`src/rtl/uart_ctrl_pkg.sv`:
```
// Shared definitions for the ThinPad UART engine: FSM states, the
// memory-mapped addresses the memory module decodes, and status word layout.
package uart_defs;

  typedef enum logic [2:0] {
    IDLE       = 3'd0,
    RD_WAIT    = 3'd1,
    RD_LOW     = 3'd2,
    WR_WAIT_TX = 3'd3,
    WR_SETUP   = 3'd4,
    WR_LOW     = 3'd5,
    WR_HOLD    = 3'd6,
    WR_DRAIN   = 3'd7
  } state_t;

  localparam logic [15:0] UART_DATA_ADDR = 16'hBF00;
  localparam logic [15:0] UART_STAT_ADDR = 16'hBF01;

  localparam int STAT_TX_READY_BIT   = 0;
  localparam int STAT_DATA_READY_BIT = 1;

  function automatic logic [15:0] status_word(input logic data_ready_s,
                                              input logic tx_ready);
    logic [15:0] w;
    w = 16'h0000;
    w[STAT_DATA_READY_BIT] = data_ready_s;
    w[STAT_TX_READY_BIT]   = tx_ready;
    return w;
  endfunction

endpackage

```
`src/rtl/uart_ctrl_sync_bit.sv`:
```
// Multi-flop synchroniser for one asynchronous UART handshake line.
module sync_bit #(
  parameter int STAGES = 2
) (
  input  logic clk,
  input  logic rst,
  input  logic d,
  output logic q
);

  logic [STAGES-1:0] ff_r;

  // shift chain, cleared by the asynchronous reset
  always_ff @(posedge clk or negedge rst) begin
    if (!rst) begin
      ff_r <= '0;
    end else begin
      ff_r <= {ff_r[STAGES-2:0], d};
    end
  end

  assign q = ff_r[STAGES-1];

endmodule

```
`src/rtl/uart_ctrl.sv`:
```
// UART transfer engine: turns one-cycle read/write/status requests into
// rdn/wrn bus cycles on ram1 and reports completion with a done pulse.
module uart_ctrl
  import uart_defs::*;
#(
  parameter int RD_LOW_CYC   = 2,
  parameter int WR_SETUP_CYC = 1,
  parameter int WR_LOW_CYC   = 2,
  parameter int SYNC_STAGES  = 2
) (
  input  logic        clk,
  input  logic        rst,
  input  logic        req_read,
  input  logic        req_write,
  input  logic        req_status,
  input  logic [7:0]  wdata,
  output logic [15:0] rdata,
  output logic        done,
  output logic        busy,
  input  logic [15:0] bus_din,
  output logic [15:0] bus_dout,
  output logic        bus_oe,
  output logic        rdn,
  output logic        wrn,
  input  logic        data_ready,
  input  logic        tbre,
  input  logic        tsre
);

  localparam logic [3:0] RD_CNT    = 4'(RD_LOW_CYC);
  localparam logic [3:0] SETUP_CNT = 4'(WR_SETUP_CYC);
  localparam logic [3:0] WLOW_CNT  = 4'(WR_LOW_CYC);
  // tbre only falls after wrn rises and needs the synchroniser to catch up
  localparam logic [3:0] GUARD_CNT = 4'(SYNC_STAGES + 1);

  logic data_ready_s, tbre_s, tsre_s, tx_ready;
  logic unused_bus_hi;

  sync_bit #(.STAGES(SYNC_STAGES)) u_sync_dr (.clk(clk), .rst(rst), .d(data_ready), .q(data_ready_s));
  sync_bit #(.STAGES(SYNC_STAGES)) u_sync_te (.clk(clk), .rst(rst), .d(tbre),       .q(tbre_s));
  sync_bit #(.STAGES(SYNC_STAGES)) u_sync_ts (.clk(clk), .rst(rst), .d(tsre),       .q(tsre_s));

  assign tx_ready      = tbre_s & tsre_s;
  assign unused_bus_hi = ^bus_din[15:8];

  state_t      state_r, state_nx;
  logic [3:0]  cnt_r, cnt_nx;
  logic [7:0]  byte_r, byte_nx;
  logic        rdn_nx, wrn_nx, oe_nx, done_nx, busy_nx;
  logic [15:0] rdata_nx, dout_nx;

  // next-state and next-output logic; every output is registered below
  always_comb begin
    state_nx = state_r;
    cnt_nx   = cnt_r;
    byte_nx  = byte_r;
    rdn_nx   = rdn;
    wrn_nx   = wrn;
    oe_nx    = bus_oe;
    dout_nx  = bus_dout;
    rdata_nx = rdata;
    done_nx  = 1'b0;
    busy_nx  = busy;
    case (state_r)
      IDLE: begin
        if (req_read) begin
          busy_nx  = 1'b1;
          state_nx = RD_WAIT;
        end else if (req_write) begin
          byte_nx  = wdata;
          busy_nx  = 1'b1;
          state_nx = WR_WAIT_TX;
        end else if (req_status) begin
          rdata_nx = status_word(data_ready_s, tx_ready);
          done_nx  = 1'b1;
        end else begin
          state_nx = IDLE;
        end
      end
      RD_WAIT: begin
        if (data_ready_s) begin
          rdn_nx   = 1'b0;
          cnt_nx   = RD_CNT;
          state_nx = RD_LOW;
        end else begin
          state_nx = RD_WAIT;
        end
      end
      RD_LOW: begin
        if (cnt_r <= 4'd1) begin
          rdata_nx = {8'h00, bus_din[7:0]};
          rdn_nx   = 1'b1;
          done_nx  = 1'b1;
          busy_nx  = 1'b0;
          cnt_nx   = 4'd0;
          state_nx = IDLE;
        end else begin
          cnt_nx = cnt_r - 4'd1;
        end
      end
      WR_WAIT_TX: begin
        if (tx_ready) begin
          oe_nx    = 1'b1;
          dout_nx  = {8'h00, byte_r};
          cnt_nx   = SETUP_CNT;
          state_nx = WR_SETUP;
        end else begin
          state_nx = WR_WAIT_TX;
        end
      end
      WR_SETUP: begin
        if (cnt_r <= 4'd1) begin
          wrn_nx   = 1'b0;
          cnt_nx   = WLOW_CNT;
          state_nx = WR_LOW;
        end else begin
          cnt_nx = cnt_r - 4'd1;
        end
      end
      WR_LOW: begin
        if (cnt_r <= 4'd1) begin
          wrn_nx   = 1'b1;
          cnt_nx   = 4'd0;
          state_nx = WR_HOLD;
        end else begin
          cnt_nx = cnt_r - 4'd1;
        end
      end
      WR_HOLD: begin
        oe_nx    = 1'b0;
        cnt_nx   = GUARD_CNT;
        state_nx = WR_DRAIN;
      end
      WR_DRAIN: begin
        if (cnt_r != 4'd0) begin
          cnt_nx = cnt_r - 4'd1;
        end else if (tbre_s && tsre_s) begin
          rdata_nx = 16'h0000;
          done_nx  = 1'b1;
          busy_nx  = 1'b0;
          state_nx = IDLE;
        end else begin
          state_nx = WR_DRAIN;
        end
      end
      default: begin
        rdn_nx   = 1'b1;
        wrn_nx   = 1'b1;
        oe_nx    = 1'b0;
        busy_nx  = 1'b0;
        cnt_nx   = 4'd0;
        state_nx = IDLE;
      end
    endcase
  end

  // state, counter and output registers
  always_ff @(posedge clk or negedge rst) begin
    if (!rst) begin
      state_r  <= IDLE;
      cnt_r    <= 4'd0;
      byte_r   <= 8'h00;
      rdn      <= 1'b1;
      wrn      <= 1'b1;
      bus_oe   <= 1'b0;
      bus_dout <= 16'h0000;
      rdata    <= 16'h0000;
      done     <= 1'b0;
      busy     <= 1'b0;
    end else begin
      state_r  <= state_nx;
      cnt_r    <= cnt_nx;
      byte_r   <= byte_nx;
      rdn      <= rdn_nx;
      wrn      <= wrn_nx;
      bus_oe   <= oe_nx;
      bus_dout <= dout_nx;
      rdata    <= rdata_nx;
      done     <= done_nx;
      busy     <= busy_nx;
    end
  end

endmodule

```
`config.mk`:
```
export PLATFORM = sky130hd
export DESIGN_NAME = uart_ctrl
export DESIGN_NICKNAME = d
export VERILOG_FILES = /design/src/rtl/uart_ctrl_pkg.sv /design/src/rtl/uart_ctrl_sync_bit.sv /design/src/rtl/uart_ctrl.sv
export SDC_FILE = /design/constraint.sdc
export NUM_CORES = 1
export LEC_CHECK = 0
export CAP_MARGIN = 20
export CORE_ASPECT_RATIO = 1.5
export CORE_MARGIN = 2
export CORE_UTILIZATION = 25
export DETAILED_ROUTE_END_ITERATION = 8
export HOLD_SLACK_MARGIN = 0.12
export SLEW_MARGIN = 20
export SYNTH_ARGS = -nofsm -noshare
export SYNTH_HDL_FRONTEND = slang
export SYNTH_HIERARCHICAL = 1
export SYNTH_SLANG_ARGS = --single-unit
```
`constraint.sdc`:
```
create_clock -name clk -period 2.6 [get_ports clk]
set_clock_uncertainty 0.05 [all_clocks]
set_input_delay 0.52 -clock clk [delete_from_list [all_inputs] [get_ports clk]]
set_output_delay 0.52 -clock clk [all_outputs]
set_load 0.02 [all_outputs]
```
[After elaboration in Yosys (flattened, before gate mapping)]
Cells that the tools add are included.
Cells by class
  equal/unequal tests: 20
  reductions and logical operators: 18
  muxes and demuxes: 43
  add/sub/neg operators: 1
  bitwise gates (word level): 2
  magnitude comparators: 1
Operators with widths (number)
  $mux 16: 6
  $pmux 16 s3: 1
  $mux 3: 9
  $pmux 3 s8: 1
  $pmux 4 s6: 1
  $mux 4: 5
  $ne 2x2->1 const B: 10
  $mux 1: 14
  $eq 3x3->1 const B: 4
  $reduce_and 5->1: 2
  $reduce_and 3->1: 3
  $reduce_and 7->1: 1
  $eq 3x2->1 const B: 2
  $pmux 1 s2: 3
  $pmux 1 s3: 2
  $reduce_bool 2->1: 3
  $reduce_bool 6->1: 1
  $le 4x1->1 const B: 1
  $ne 4x4->1 const B: 1
  $reduce_and 2->1: 2
  $reduce_and 4->1: 1
  $reduce_bool 4->1: 1
  $sub 4x1->4 const B: 1
  $eq 3x1->1 const B: 1
  9 further kinds: 9
Word-level totals
  register bits after elaboration: 50

[Depth between registers and ports, before layout]
  depth after elaboration: 5
  gate-level depth with buffers: 7

[By module]
The synthesis kept the hierarchy.
By module, submodules not included
  uart_ctrl: sequential area each 903.4 µm², cells each 182, times used 1, area each 1953.1 µm²
  sync_bit: sequential area each 50.0 µm², cells each 2, times used 3, area each 50.0 µm²

[Least setup slack after synthesis]
OpenSTA, ideal clock, no wires.
  path type: reg-to-reg
  start point: register cnt_r[0]
  end point: register rdata[0]
  library setup time: 0.125 ns
  period minus slack after synthesis: 1.948 ns
  slack: 0.652 ns
  arrival time: 1.772 ns
  data required time: 2.425 ns
  cell stages (with the launch flop): 7
  path through: dfrtp_1 inv_1 ha_1 nor2_1 nor3_1 a221oi_4 mux2_4
Between the ends
  cells in the longest elaborated chain, start to end: 3
  elaborated cells between the ends (all ways): 5
Ends and longest elaborated chain
  start, declared: RTL line uart_ctrl.sv:47  | logic [3:0] cnt_r, cnt_nx;
  start signal, assigned: RTL line uart_ctrl.sv:172  | cnt_r <= cnt_nx;
  $le 4x1->1 or $reduce_bool 4->1 (tied branches): RTL line uart_ctrl.sv:90, uart_ctrl.sv:135
  $ne 2x2->1 (no line)
  $reduce_and 7->1 (no line) *
  end signal, assigned: RTL line uart_ctrl.sv:178  | rdata <= rdata_nx;
  end, declared: RTL line uart_ctrl.sv:17  | output logic [15:0] rdata,
Every way passes the cells marked *; elsewhere a longest branch is shown, timed or not.
A chain may end at the register's enable or synchronous reset.

[Worst setup path after layout]
  start point: register state_r[0]
  end point: register rdata[5]
Between the ends
  cells in the longest elaborated chain, start to end: 3
  elaborated cells between the ends (all ways): 12
Ends and longest elaborated chain
  start, declared: RTL line uart_ctrl.sv:46  | state_t state_r, state_nx;
  start signal, assigned: RTL line uart_ctrl.sv:171  | state_r <= state_nx;
  $eq 3x3->1 (tied with other cells): RTL line uart_ctrl.sv:64  | case (state_r)
  $ne 2x2->1 (no line) or $reduce_bool 3->1 (tied branches)
  $reduce_and 7->1 (no line)
Several ways; a longest one is shown, not always the timed one.

==> metrics <==
HPWL after DPL 3080 µm; ys flop type dfrtp_1; die width 78.9 µm; Critical Path Source Type register; Max Clk Rate 482 MHz; CP Cell Sequence nor4_1, and2b_1, a221oi_4, buf_4, mux2i_1; DR vias/cell 4.38; CP endpoint kind register; wire per inst 12.9 µm; Post-synth EDFFs 0; endpoints failing hold 0; H-Tree Depth 2; ys async rst share 100%; worst-path fanout max 18; fin. max-slew vios 0; Area contributors post-synth dfrtp_1, mux2_2, buf_4; top-area cell type share of the netlist area 47.6%; Max clock buf depth 2; Final #Nets 271; I/O Pins 69; first-pass GRT wire length 7330 µm; grt total ovfl 0; Ant. Diodes 0; top layer in use met4; setup violators final 0; Worst path top cell family by delay flip-flops; initial antenna violation count 0; WL met2 2200 µm; final period utilization 79.8%; Rel. slew slack 56.8%; MaxCap Viol Count 0; Detailed Route WL 4440 µm; mapped cell area 2100 µm²; run status finished clean; Worst Max-Slew Pin Slew 0.647 ns; total number of vias 1505; CP arrival 2.23 ns; met3 wire len 337 µm; Worst-path clk slew 0.06 ns; hold crit path type in -> async; Reg-to-Reg Start state_r[0]$_DFFE_PN0P_; worst r2r dst rdata[5]$_DFFE_PN0P_; CTS Buf Count 5; Post-CTS Setup Bufs 0; drt first-iter violations 72; DIE HEIGHT 116 µm; syn avg cell area 11.2 µm²; Max stage delay on crit path 0.75 ns; met1 wire length 1830 µm; post-synthesis cell type count 45; PwrDens 1150 nW/µm²; Worst Hold Margin 0.179 ns; Required @ worst endpoint 2.76 ns; Placer Congestion 0.789; PostCTS Resize Cnt 0; most numerous cell in the Yosys netlist dfrtp_1; number of placement rows 41; vias in the first global route 1541; area delta synth->final 30.3%; unrepaired setup endpoints after global routing no; share of cells above drive strength 1 16.5%; CP Buf/Inv Count 1; Yosys reg bits 42; Pre-Repair DR Iteration Count 4; fillers 888; R2R Setup Slk 0.53 ns; Placeable Area 8310 µm²; Total GRT Usage 10.4%; post-synthesis sequential area ratio 50.1%; YS warnings 6; PortBufs 44; area of the die 9180 µm²; # hold bufs at CTS 0; clock insertion delay at the later pin of the skew report 0.28 ns; Tmin final 2.07 ns; largest net degree at the start of global routing 43; setup TNS 0 ns; R2R depth 5; TritonCTS clock tree done; area leader, netlist dfrtp_1; Detail Route Antenna Nets 0; CP Class reg -> reg; Root Driver clkbuf_16; CTS sink cnt 42; Starting Density 25.3%; Crit. Startpoint state_r[0]$_DFFE_PN0P_; Slowest-stage cell, CP dfrtp_1; Cells after Synth 188; top cells by count, synth dfrtp_1, nand2_1, buf_4, mux2_2, inv_1; Lkg Pwr 1.24 nW; worst vdd rail ir drop 380 µV; DRC 0
worst register-to-register path, delay by kind of cell (launching register included):
kind	cells	cell delay [ns]
AOI/OAI and AO/OA	1	0.33
DFF	1	0.75
and+or+nand+nor	2	0.42
buffers and inverters	1	0.25
muxes	1	0.19
cells in the final DEF, fill, tap and decap left out, types with 2 or more instances in the layout:
cell	n
nand2b_1	2
conb_1	16
mux2_2	17
clkbuf_16	5
a221oi_1	3
nor3_1	2
o21ai_1	3
inv_1	11
buf_4	5
dfstp_2	2
clkdlybuf4s50_1	43
dfrtp_1	40
a31oi_1	2
o21ai_0	9
a211o_1	2
ha_1	3
nand2_1	20
o211a_1	2
mux2_4	2
mux2i_1	8
nor2_1	7
nand3_1	3
a21oi_1	6
sequential cells by signal, indices dropped and copies added, names as in the netlist, 2 cells and up:
signal and cells:
u_sync_ts/ff_r 2, bus_dout 8, u_sync_dr/ff_r 2, byte_r 8, state_r 3, rdata 8
cnt_r 4, u_sync_te/ff_r 2
routing by layer:
metal | track usage (%) | up-vias
met5 | 0 | -
met4 | 4.14 | 0
met3 | 3.40 | 7
met2 | 18.5 | 51
met1 | 11.5 | 725
li1 | - | 722
where the power goes:
| group | internal, mW | switching [mW] |
|---|---|---|
| combinational | 0.687 | 0.723 |
| clock | 0.356 | 0.252 |
| sequential | 0.900 | 0.222 |
| total | 1.94 | 1.20 |
through the flow:
stage	util, %	setup WS (ns)	cells	total power, mW	area (µm²)
after floorplan	-	0.652	203	2.09	2160
after global placement	31.2	0.372	336	2.52	2600
after detailed placement	31.2	0.366	336	2.55	2600
after CTS	33.0	0.513	344	3.19	2740
after global routing	33.0	0.355	344	3.38	2740
final	33.0	0.526	344	3.14	2740
final cells by class:
class	instances	area [µm²]	area share, %
Sequential cell	42	1050	38.4
Multi-Input combinational cell	128	902	32.9
Timing Repair Buffer	48	468	17.1
Tap cell	107	134	4.88
Clock buffer	6	129	4.70
Inverter	11	41.3	1.51
Clock inverter	2	13.8	0.502
logic make-up (layout without fill, tap and decap cells):
kind of cell,count (synthesis),count (layout),share of synthesized area (%)
multiplexers,27,27,14.3
other,1,16,0.178
buffers and inverters,33,67,9.70
XOR/XNOR,1,1,0.416
AND/OR/NAND/NOR,45,45,11.2
adder cells (fa/ha/maj),3,3,1.78
flip-flops,42,42,50.1
AO/OA/AOI/OAI,36,36,12.3
how the worst max path moves through the flow:
stage                            to  slack (ns)  cells past startpoint
2_1_floorplan  rdata[0]$_DFFE_PN0P_        0.65                      6
3_3_place_gp   rdata[5]$_DFFE_PN0P_        0.37                      6
3_5_place_dp   rdata[5]$_DFFE_PN0P_        0.37                      6
4_1_cts        rdata[5]$_DFFE_PN0P_        0.51                      5
5_1_grt        rdata[5]$_DFFE_PN0P_        0.36                      8
6_report       rdata[5]$_DFFE_PN0P_        0.53                      5
(Power assumes the default switching activity.)
